--- src/rtl/instruction_fetch_unit_pkg.sv ---
// Shared types and constants for the instruction fetch unit.
package instruction_fetch_unit_pkg;

    typedef enum logic [1:0] {
        S_REQ  = 2'd0,
        S_WAIT = 2'd1,
        S_HOLD = 2'd2
    } fetch_state_e;

    localparam logic [31:0] NOP_INSTR = 32'h0000_0013;

endpackage

--- src/rtl/instruction_fetch_unit_if.sv ---
// Instruction memory request/response bus between fetch (master) and memory (slave).
interface instruction_fetch_unit_if;

    logic        Imem_Req_Valid;
    logic        Imem_Req_Ready;
    logic [31:0] Imem_Req_Addr;
    logic        Imem_Rsp_Valid;
    logic [31:0] Imem_Rsp_Data;

    modport master (
        output Imem_Req_Valid,
        output Imem_Req_Addr,
        input  Imem_Req_Ready,
        input  Imem_Rsp_Valid,
        input  Imem_Rsp_Data
    );

    modport slave (
        input  Imem_Req_Valid,
        input  Imem_Req_Addr,
        output Imem_Req_Ready,
        output Imem_Rsp_Valid,
        output Imem_Rsp_Data
    );

endinterface

--- src/rtl/instruction_fetch_unit.sv ---
// Instruction fetch: one outstanding imem request, a single-entry buffer towards decode,
// and flush handling that discards responses belonging to a stale PC.
module instruction_fetch_unit
    import instruction_fetch_unit_pkg::*;
(
    input  logic                      Clk_Core,
    input  logic                      Rst_Core_N,
    input  logic [31:0]               Program_Count,
    input  logic                      Flush,
    instruction_fetch_unit_if.master  imem,
    input  logic                      Dec_Ready,
    output logic                      Fetch_Halt,
    output logic                      Instr_Valid,
    output logic [31:0]               Instr,
    output logic [31:0]               Instr_PC,
    output logic                      Instr_Fault
);

    fetch_state_e state_q, state_d;
    logic         discard_q, discard_d;
    logic [31:0]  pc_q, pc_d;
    logic         instr_valid_d;
    logic [31:0]  instr_d;
    logic [31:0]  instr_pc_d;
    logic         instr_fault_d;
    logic         misaligned;

    assign misaligned = (Program_Count[1:0] != 2'b00);

    always_ff @(posedge Clk_Core or negedge Rst_Core_N) begin
        if (!Rst_Core_N) begin
            state_q     <= S_REQ;
            discard_q   <= 1'b0;
            pc_q        <= '0;
            Instr_Valid <= 1'b0;
            Instr       <= NOP_INSTR;
            Instr_PC    <= '0;
            Instr_Fault <= 1'b0;
        end else begin
            state_q     <= state_d;
            discard_q   <= discard_d;
            pc_q        <= pc_d;
            Instr_Valid <= instr_valid_d;
            Instr       <= instr_d;
            Instr_PC    <= instr_pc_d;
            Instr_Fault <= instr_fault_d;
        end
    end

    always_comb begin
        state_d             = state_q;
        discard_d           = discard_q;
        pc_d                = pc_q;
        instr_valid_d       = Instr_Valid;
        instr_d             = Instr;
        instr_pc_d          = Instr_PC;
        instr_fault_d       = Instr_Fault;
        imem.Imem_Req_Valid = 1'b0;
        imem.Imem_Req_Addr  = Program_Count;
        Fetch_Halt          = 1'b1;

        // PC advances only on an accepted instruction or a redirect
        if (Rst_Core_N && (Flush || (state_q == S_HOLD && Dec_Ready))) begin
            Fetch_Halt = 1'b0;
        end

        unique case (state_q)
            S_REQ: begin
                imem.Imem_Req_Valid = Rst_Core_N && !misaligned;
                if (!misaligned) begin
                    if (imem.Imem_Req_Ready) begin
                        pc_d      = Program_Count;
                        discard_d = Flush;
                        state_d   = S_WAIT;
                    end
                end else if (!Flush) begin
                    instr_valid_d = 1'b1;
                    instr_d       = NOP_INSTR;
                    instr_pc_d    = Program_Count;
                    instr_fault_d = 1'b1;
                    state_d       = S_HOLD;
                end
            end
            S_WAIT: begin
                if (imem.Imem_Rsp_Valid) begin
                    discard_d = 1'b0;
                    if (Flush || discard_q) begin
                        state_d = S_REQ;
                    end else begin
                        instr_valid_d = 1'b1;
                        instr_d       = imem.Imem_Rsp_Data;
                        instr_pc_d    = pc_q;
                        instr_fault_d = 1'b0;
                        state_d       = S_HOLD;
                    end
                end else if (Flush) begin
                    discard_d = 1'b1;
                end
            end
            S_HOLD: begin
                if (Flush || Dec_Ready) begin
                    instr_valid_d = 1'b0;
                    instr_d       = NOP_INSTR;
                    instr_fault_d = 1'b0;
                    state_d       = S_REQ;
                end
            end
            default: state_d = S_REQ;
        endcase
    end

endmodule

--- src/flat_wrapper.sv ---
// flat-port wrapper written by rule: the top's interface ports become plain ports
module instruction_fetch_unit_flat import instruction_fetch_unit_pkg::*;
  (Clk_Core, Rst_Core_N, Program_Count, Flush, Dec_Ready, Fetch_Halt, Instr_Valid, Instr, Instr_PC, Instr_Fault, imem_Imem_Req_Valid, imem_Imem_Req_Addr, imem_Imem_Req_Ready, imem_Imem_Rsp_Valid, imem_Imem_Rsp_Data);
  instruction_fetch_unit_if imem_i ();
  input  logic Clk_Core;
  input  logic Rst_Core_N;
  input  logic [31:0] Program_Count;
  input  logic Flush;
  input  logic Dec_Ready;
  output logic Fetch_Halt;
  output logic Instr_Valid;
  output logic [31:0] Instr;
  output logic [31:0] Instr_PC;
  output logic Instr_Fault;
  output wire logic [$bits(imem_i.Imem_Req_Valid)-1:0] imem_Imem_Req_Valid;
  output wire logic [$bits(imem_i.Imem_Req_Addr)-1:0] imem_Imem_Req_Addr;
  input wire logic [$bits(imem_i.Imem_Req_Ready)-1:0] imem_Imem_Req_Ready;
  input wire logic [$bits(imem_i.Imem_Rsp_Valid)-1:0] imem_Imem_Rsp_Valid;
  input wire logic [$bits(imem_i.Imem_Rsp_Data)-1:0] imem_Imem_Rsp_Data;
  assign imem_Imem_Req_Valid = imem_i.Imem_Req_Valid;
  assign imem_Imem_Req_Addr = imem_i.Imem_Req_Addr;
  assign imem_i.Imem_Req_Ready = imem_Imem_Req_Ready;
  assign imem_i.Imem_Rsp_Valid = imem_Imem_Rsp_Valid;
  assign imem_i.Imem_Rsp_Data = imem_Imem_Rsp_Data;
  instruction_fetch_unit u_core (.Clk_Core(Clk_Core), .Rst_Core_N(Rst_Core_N), .Program_Count(Program_Count), .Flush(Flush), .imem(imem_i), .Dec_Ready(Dec_Ready), .Fetch_Halt(Fetch_Halt), .Instr_Valid(Instr_Valid), .Instr(Instr), .Instr_PC(Instr_PC), .Instr_Fault(Instr_Fault));
endmodule
--- config.mk ---
export PLATFORM = sky130hd
export DESIGN_NAME = instruction_fetch_unit_flat
export DESIGN_NICKNAME = d
export VERILOG_FILES = /design/src/rtl/instruction_fetch_unit_pkg.sv /design/src/rtl/instruction_fetch_unit_if.sv /design/src/rtl/instruction_fetch_unit.sv /design/src/flat_wrapper.sv
export SDC_FILE = /design/constraint.sdc
export NUM_CORES = 1
export LEC_CHECK = 0
export ABC_CLOCK_PERIOD_IN_PS = 3900
export CORE_MARGIN = 4
export CORE_UTILIZATION = 42
export CTS_CLUSTER_SIZE = 28
export DETAILED_ROUTE_END_ITERATION = 12
export MAX_ROUTING_LAYER = met4
export PLACE_DENSITY_LB_ADDON = 0.05
export SYNTH_ARGS = -nofsm -noshare
export SYNTH_HDL_FRONTEND = slang
export SYNTH_SLANG_ARGS = --single-unit
--- constraint.sdc ---
create_clock -name Clk_Core -period 3.9 [get_ports Clk_Core]
set_input_delay 0.585 -clock Clk_Core [delete_from_list [all_inputs] [get_ports Clk_Core]]
set_output_delay 0.585 -clock Clk_Core [all_outputs]
set_load 0.05 [all_outputs]
# Word level (Yosys, flattened, before mapping)
# Index checks and enable logic that the tools add are counted.
[classes] eq_ne=12 muxes=34 n_bitwise=1 reduce_logical=16
[op_table] operator="two-way mux 32 bit" count=9
[op_table] operator="one-hot mux 32 bit (3 select lines)" count=1
[op_table] operator="one-hot mux 32 bit (2 select lines)" count=1
[op_table] operator="two-way mux 1 bit" count=13
[op_table] operator="two-way mux 2 bit" count=6
[op_table] operator="inequality test 2 bit, second input constant" count=6
[op_table] operator="AND reduction 4 bit" count=2
[op_table] operator="inequality test 3 bit, second input constant" count=2
[op_table] operator="one-hot mux 1 bit (3 select lines)" count=2
[op_table] operator="one-hot mux 2 bit (3 select lines)" count=1
[op_table] operator="AND reduction 6 bit" count=1
[op_table] operator="AND reduction 5 bit" count=1
[op_table] operator="nonzero test 2 bit" count=2
[op_table] operator="logical AND 1 bit" count=3
[op_table] operator="logical OR 1 bit" count=3
[op_table] operator="inequality test 3 x 2 -> 1 bit, second input constant" count=1
[op_table] operator="AND reduction 3 bit" count=1
[op_table] operator="nonzero test 3 bit" count=1
[op_table] operator="equality test 2 x 1 -> 1 bit, second input constant" count=1
[op_table] operator="equality test 2 bit, second input constant" count=1
[op_table] operator="logical NOT 2 bit" count=1
[op_table] operator="inequality test 2 x 1 -> 1 bit, second input constant" count=1
[op_table] operator="one-hot mux 1 bit (2 select lines)" count=1
[op_table] operator="logical NOT 1 bit" count=1
[op_table] operator="inverter 1 bit" count=1
[totals] reg_bits=101 output_inout_bits=100 elab_cells=70

# Longest topological paths before layout
# Gate-level depths: netlist of the first run.
[logic_depth] ltp_word=5 mapped_depth=10 depth_no_buf=6

# Least setup slack after synthesis of the first run
# OpenSTA, ideal clock, no wires.
[synth_timing] kind="reg2out" startpoint="register u_core.state_q[1]" endpoint="output imem_Imem_Req_Valid" arrival_time_ns=1.867 path_slack_ns=1.448 path_stages_with_launch=6 n_path_buf=1 path_cell_list="dfrtp_1 > inv_1 > ha_1 > buf_2 > nand2_1 > nor3_1"
[synth_between] elab_chain_cells=2
[synth_rtl] element="start: declaration" line="instruction_fetch_unit.sv:19" rtl="fetch_state_e state_q, state_d;"
[synth_rtl] element="start signal: assignment" line="instruction_fetch_unit.sv:40" rtl="state_q <= state_d;"
[synth_rtl] element="logical NOT 2 bit" line="instruction_fetch_unit.sv:67" rtl="unique case (state_q)"
[synth_rtl] element="two-way mux 1 bit" line="instruction_fetch_unit.sv:67"
[synth_rtl] element="end: declaration" line="flat_wrapper.sv:15" rtl="output wire logic [$bits(imem_i.Imem_Req_Valid)-1:0] imem_Imem_Req_Valid;"
# Every way passes these cells.

# Final worst setup path of the first run
# Same ends and word-level chain as after synthesis.

==> metrics.txt, run 1 <==
worst hold path class in -> async; Pwr Total 4.83 mW; register area share after synthesis 54.9%; fillers 944; count of state elements after synthesis 101; final hold vios 0; hold slack final between 100 and 150 ps; HPWL after detailed placement 7610 um; Total Nets Final ~630; Final ANT Viol Nets 0; htree depth 3; vias in the first global route 3,519; number of CTS-inserted buffers 9; Crit Path Max Fanout 8; DIE AREA 0.0127 mm2; largest net degree at the start of global routing 80; most frequent cells in the layout clkdlybuf4s50_1 (168), dfrtp_1 (98); initial antenna violation count 0; gpl congestion 0.749; Tcrit/Tclk final 75.2%; first-pass GRT wire length 17,800 um; cells resized by post-CTS repair 0; RSZ-0062 raised after global routing false; root buffer cell clkbuf_8; row count 38; Post-Synthesis Cells 426; status complete, no violations; maximum clock path buffer count 2; Peak VDD IR ~0.44 mV; crit path time final 2930 ps; warning count from the yosys run 0; DR vias/cell 4.94; final setup TNS 0 ps; CTS tree built; Slew Viols, Final 0; CTS Sinks 101; largest area contributor in the netlist dfrtp_1; Slew @ Worst Pin 995 ps; syn nets approximately 500; clk_lat worst skew 350 ps; # Max-Cap Violations 0; core area roughly 0.011 mm2; Avg Cell Area, Syn 10.8 um2; Die H roughly 110 um; prevailing post-synth register cell dfrtp_1; post-synthesis cell type count 32; ys async rst share 100%; port bufs 169; Power Dens Cells 757 mW/mm2; Worst setup SP type flop; clock slew at reported path FFs 100 ps; drt total wl 11,000 um; post-synthesis cell area 0.00461 mm2; WL per Instance 15.7 um; most common library cell in the layout ignoring fill and taps clkdlybuf4s50_1; Die X approximately 110 um; Final Skew 13.4 ps; All-Layer GR Usage 17.7%; drt first pass iters 4; Setup Crit Path Kind reg -> out; initial core utilization 42.8%; Crit path arrival time 2350 ps; post-CTS setup buffers 0; # diodes 0; fin util 59.1%; area grow syn2layout 38.2%; Yosys top cell area share 53.1%; drt drc 0; hold_buf cts 0; routed vias ~3.5k; share of layout cells above drive strength 1 11.1%; I/O pin cnt 170; Fmax between 300 and 400 MHz; slew margin rel. about a third; gr ovfl total 0; Static Leakage around 2.6 nW; Synth area leaders dfrtp_1 (53%), mux2i_1 (7.4%), mux2_2 (7.3%); Setup violations, final 0; crit path capture type output port; first-iteration detailed-routing DRC count ~130; Post-synth EDFFs 0; worst path required time 3310 ps
-- final cells by class --
cell class	count	area, um2	area share (%)
timing repair buffer	179	1760	27.7
clock inverter	3	45.0	0.706
inverter	3	11.3	0.177
multi-input combinational	260	1700	26.6
clock buffer	12	155	2.43
sequential	101	2530	39.7
tap	140	175	2.75
-- Yosys cell counts, drive strengths merged (2+ instances only) --
master  count
o21a        2
mux2       30
a21o        2
buf        46
dfrtp      98
ha          5
nor2b       7
a211oi      2
mux2i      34
nand2      32
clkbuf     16
a21oi      34
dfstp       3
o21ai      68
inv         3
nor2       34
-- cell families (layout without fill, tap and decap cells) --
family	after synthesis	in the layout	synth area share (%)
multiplexers	64	64	14.7
AO/OA/AOI/OAI	112	112	13.0
buffers and inverters	65	197	8.92
adder cells (fa/ha/maj)	5	5	1.36
flip-flops	101	101	54.9
AND/OR/NAND/NOR	79	79	7.21
-- worst paths after layout --
kind	start	to	slack, ps	cells after the start
max in group asynchronous	Rst_Core_N	u_core.Instr_PC[4]	2460	2
min reg2reg	u_core.Instr[0]	u_core.Instr[0]	500	2
min	Rst_Core_N	u_core.Instr[19]	120	1
max	u_core.state_q[1]	imem_Imem_Req_Valid	970	5
min in group Clk_Core	u_core.Instr[0]	u_core.Instr[0]	500	2
max reg2reg	u_core.state_q[0]	u_core.Instr[2]	1660	7
-- layer usage --
metal  part of all wire (%)  GRT usage, %
met5                      0             -
met2                     48          27.1
met4                   0.72          4.57
met1                     46          23.8
met3                    6.1          4.39
-- state kept, by name (all words and copies together) (netlist names) --
register and cells:
u_core.Instr 32, u_core.Instr_PC 32, u_core.pc_q 32, u_core.state_q 2, u_core.Instr_Fault 1, u_core.Instr_Valid 1
u_core.discard_q 1
-- worst max-delay path: stages (launching register included) --
cell and delay, ps:
dfrtp_1 410, inv_1 130, ha_1 360, nand2_1 110
nor3_1 170, clkdlybuf4s50_1 830
-- through the flow --
step                cell area, um2  setup slack (ps)  cells
floorplan                     4610              1450    426
global placement              6180              1080    683
detailed placement            6180              1050    683
CTS                           6380               921    698
global route                  6380               809    698
finish                        6380               966    698
-- power breakdown --
part | internal [mW] | switching, mW | leakage, nW
logic | 0.879 | 1.62 | 1.22
clock network | 0.329 | 0.337 | 0.0947
registers | 1.46 | 0.209 | 1.24
total | 2.67 | 2.16 | 2.56
Power figures use the tool's default switching activity.
==> inputs of run 2 (changes only) <==
--- a/config.mk
+++ b/config.mk
@@ -5,7 +5,7 @@
 export SDC_FILE = /design/constraint.sdc
 export NUM_CORES = 1
 export LEC_CHECK = 0
-export ABC_CLOCK_PERIOD_IN_PS = 3900
+export ABC_CLOCK_PERIOD_IN_PS = 3000
 export CORE_MARGIN = 4
 export CORE_UTILIZATION = 42
 export CTS_CLUSTER_SIZE = 28
==> constraint.sdc (replaced) <==
create_clock -name Clk_Core -period 3 [get_ports Clk_Core]
set_input_delay 0.45 -clock Clk_Core [delete_from_list [all_inputs] [get_ports Clk_Core]]
set_output_delay 0.45 -clock Clk_Core [all_outputs]
set_load 0.05 [all_outputs]
==> metrics.txt, run 2 (synthesis results as in run 1) <==
multi-input logic area 0.00170 mm2 (unchanged); status complete, no violations (unchanged); RSZ-0062 raised after global routing false (unchanged); # diodes 0 (unchanged); root buffer cell clkbuf_8 (unchanged); initial core utilization 42.8% (unchanged); Crit Path Max Fanout 5 (was 8); row count 38 (unchanged); Final ANT Viol Nets 0 (unchanged); met1 wire length 4780 um (was 5000 um); Storage cell area 0.00253 mm2 (unchanged); largest net degree at the start of global routing 65 (was 80); Max Used Layer met4 (unchanged); Worst setup SP type flop (unchanged); Reg2Reg Setup Slack 810 ps (was 1660 ps); fin util 59.3% (was 59.1%); Setup Crit Path Kind reg -> out (unchanged); number of CTS-inserted buffers 9 (unchanged); metal3 WL 713 um (was 670 um); placed insts 683 (unchanged); area grow syn2layout 38.7% (was 38.2%); post-route insts no fill 699 (was 698); worst path required time 2550 ps (was 3310 ps); first-iteration detailed-routing DRC count 158 (was 132); cells resized by post-CTS repair 0 (unchanged); crit path time final 2600 ps; clk_lat worst skew 350 ps (about the same); Pwr Total 6.28 mW (was 4.83 mW); most frequent cells in the layout clkdlybuf4s50_1 (167), dfrtp_1 (98) (was clkdlybuf4s50_1 (168), dfrtp_1 (98)); worst hold path class in -> async (unchanged); hold_buf cts 0 (unchanged); slew margin rel. 56.6% (was 33.6%); All-Layer GR Usage 17.5% (was 17.7%); routed vias 3,492 (was 3,450); final hold vios 0 (unchanged); Crit path arrival time 2150 ps (was 2350 ps); most common library cell in the layout ignoring fill and taps clkdlybuf4s50_1 (unchanged); crit path capture type output port (unchanged); Die X 113 um (unchanged); I/O pin cnt 170 (unchanged); final setup TNS 0 ps (unchanged); Total Nets Final 629 (unchanged); maximum clock path buffer count 2 (unchanged); HPWL after detailed placement 7650 um (was 7610 um); DR WL met2 5370 um (was 5210 um); share of layout cells above drive strength 1 11.4% (was 11.1%); vias in the first global route 3,601 (was 3,519); first-pass GRT wire length 17,500 um (was 17,800 um); gpl congestion 0.759 (was 0.749); DR vias/cell 5.00 (was 4.94); Static Leakage 2.57 nW (was 2.56 nW); DIE AREA 0.0127 mm2 (unchanged); Setup violations, final 0 (unchanged); htree depth 3 (unchanged); gr ovfl total 0 (unchanged); core area 0.0108 mm2 (unchanged); Die H 113 um (unchanged); drt total wl 11,000 um (about the same); initial antenna violation count 0 (unchanged); fillers 963 (was 944); Tcrit/Tclk final 86.8%; clock slew at reported path FFs 100 ps (about the same); CTS Sinks 101 (unchanged); post-CTS setup buffers 0 (unchanged); drt first pass iters 5 (was 4); Peak VDD IR 0.616 mV (was 0.440 mV); Slew Viols, Final 0 (unchanged); Fmax slightly below 400 MHz; port bufs 169 (unchanged); CTS tree built (unchanged); Slew @ Worst Pin 651 ps (was 995 ps); Power Dens Cells 982 mW/mm2 (was 757 mW/mm2); Final Skew 14.2 ps (was 13.4 ps); WL per Instance 15.7 um (about the same); # Max-Cap Violations 0 (unchanged); drt drc 0 (unchanged); biggest regs u_core.Instr (32), u_core.Instr_PC (32), u_core.pc_q (32) (unchanged)
run 2: changes by cell type in the layout (fill, tap and decap cells not counted), sizes merged:
cell / delta
buf: +1
clkbuf: -1
clkdlybuf4s50: -1
clkinv: +3
clkinvlp: -1
run 2: worst max-delay path, cell delays in order (launching register included):
cell and delay [ps]:
dfrtp_1 440, inv_1 90, ha_1 240, a21o_1 190, nand2_1 60, clkdlybuf4s50_1 790
run 2: worst paths after layout:
kind                                         from               end  depth (start not counted)
worst min register to register    u_core.Instr[0]   u_core.Instr[0]                          2
worst min-delay path                   Rst_Core_N  u_core.Instr[17]                          2
max in group asynchronous              Rst_Core_N   u_core.pc_q[15]                          3
worst max-delay path            u_core.state_q[0]        Fetch_Halt                          5
worst max register to register  u_core.state_q[1]   u_core.Instr[5]                          7
min in group Clk_Core             u_core.Instr[0]   u_core.Instr[0]                          2
run 2: report_power, final:
part | total [mW] | internal, mW | switching, mW
Combinational | 3.25 | 1.16 | 2.10
Clock | 0.862 | 0.411 | 0.451
Sequential | 2.17 | 1.90 | 0.272
run 2: stage by stage:
stage / setup WS (ps) / hold WS, ps / instance area, um2
CTS: 375 / 285 / 6400
detailed placement: 501 / 482 / 6200
floorplan: 683 / 154 / 4610
finish: 396 / 265 / 6400
global route: 276 / 298 / 6400
global placement: 499 / 471 / 6200
run 2: layout make-up:
cell class                 instances  area share (%)
sequential                       101            39.5
timing repair buffer             179            27.9
multi-input combinational        260            26.5
tap                              140            2.74
clock buffer                      11            2.21
clock inverter                     5           0.938
inverter                           3           0.176
run 2: metal layers:
layer  track usage (%)  vias up
li1                  -     1676
met1              22.0     1683
met2              28.6      124
met3              4.01        9
met4              4.57        0
met5                 -        -
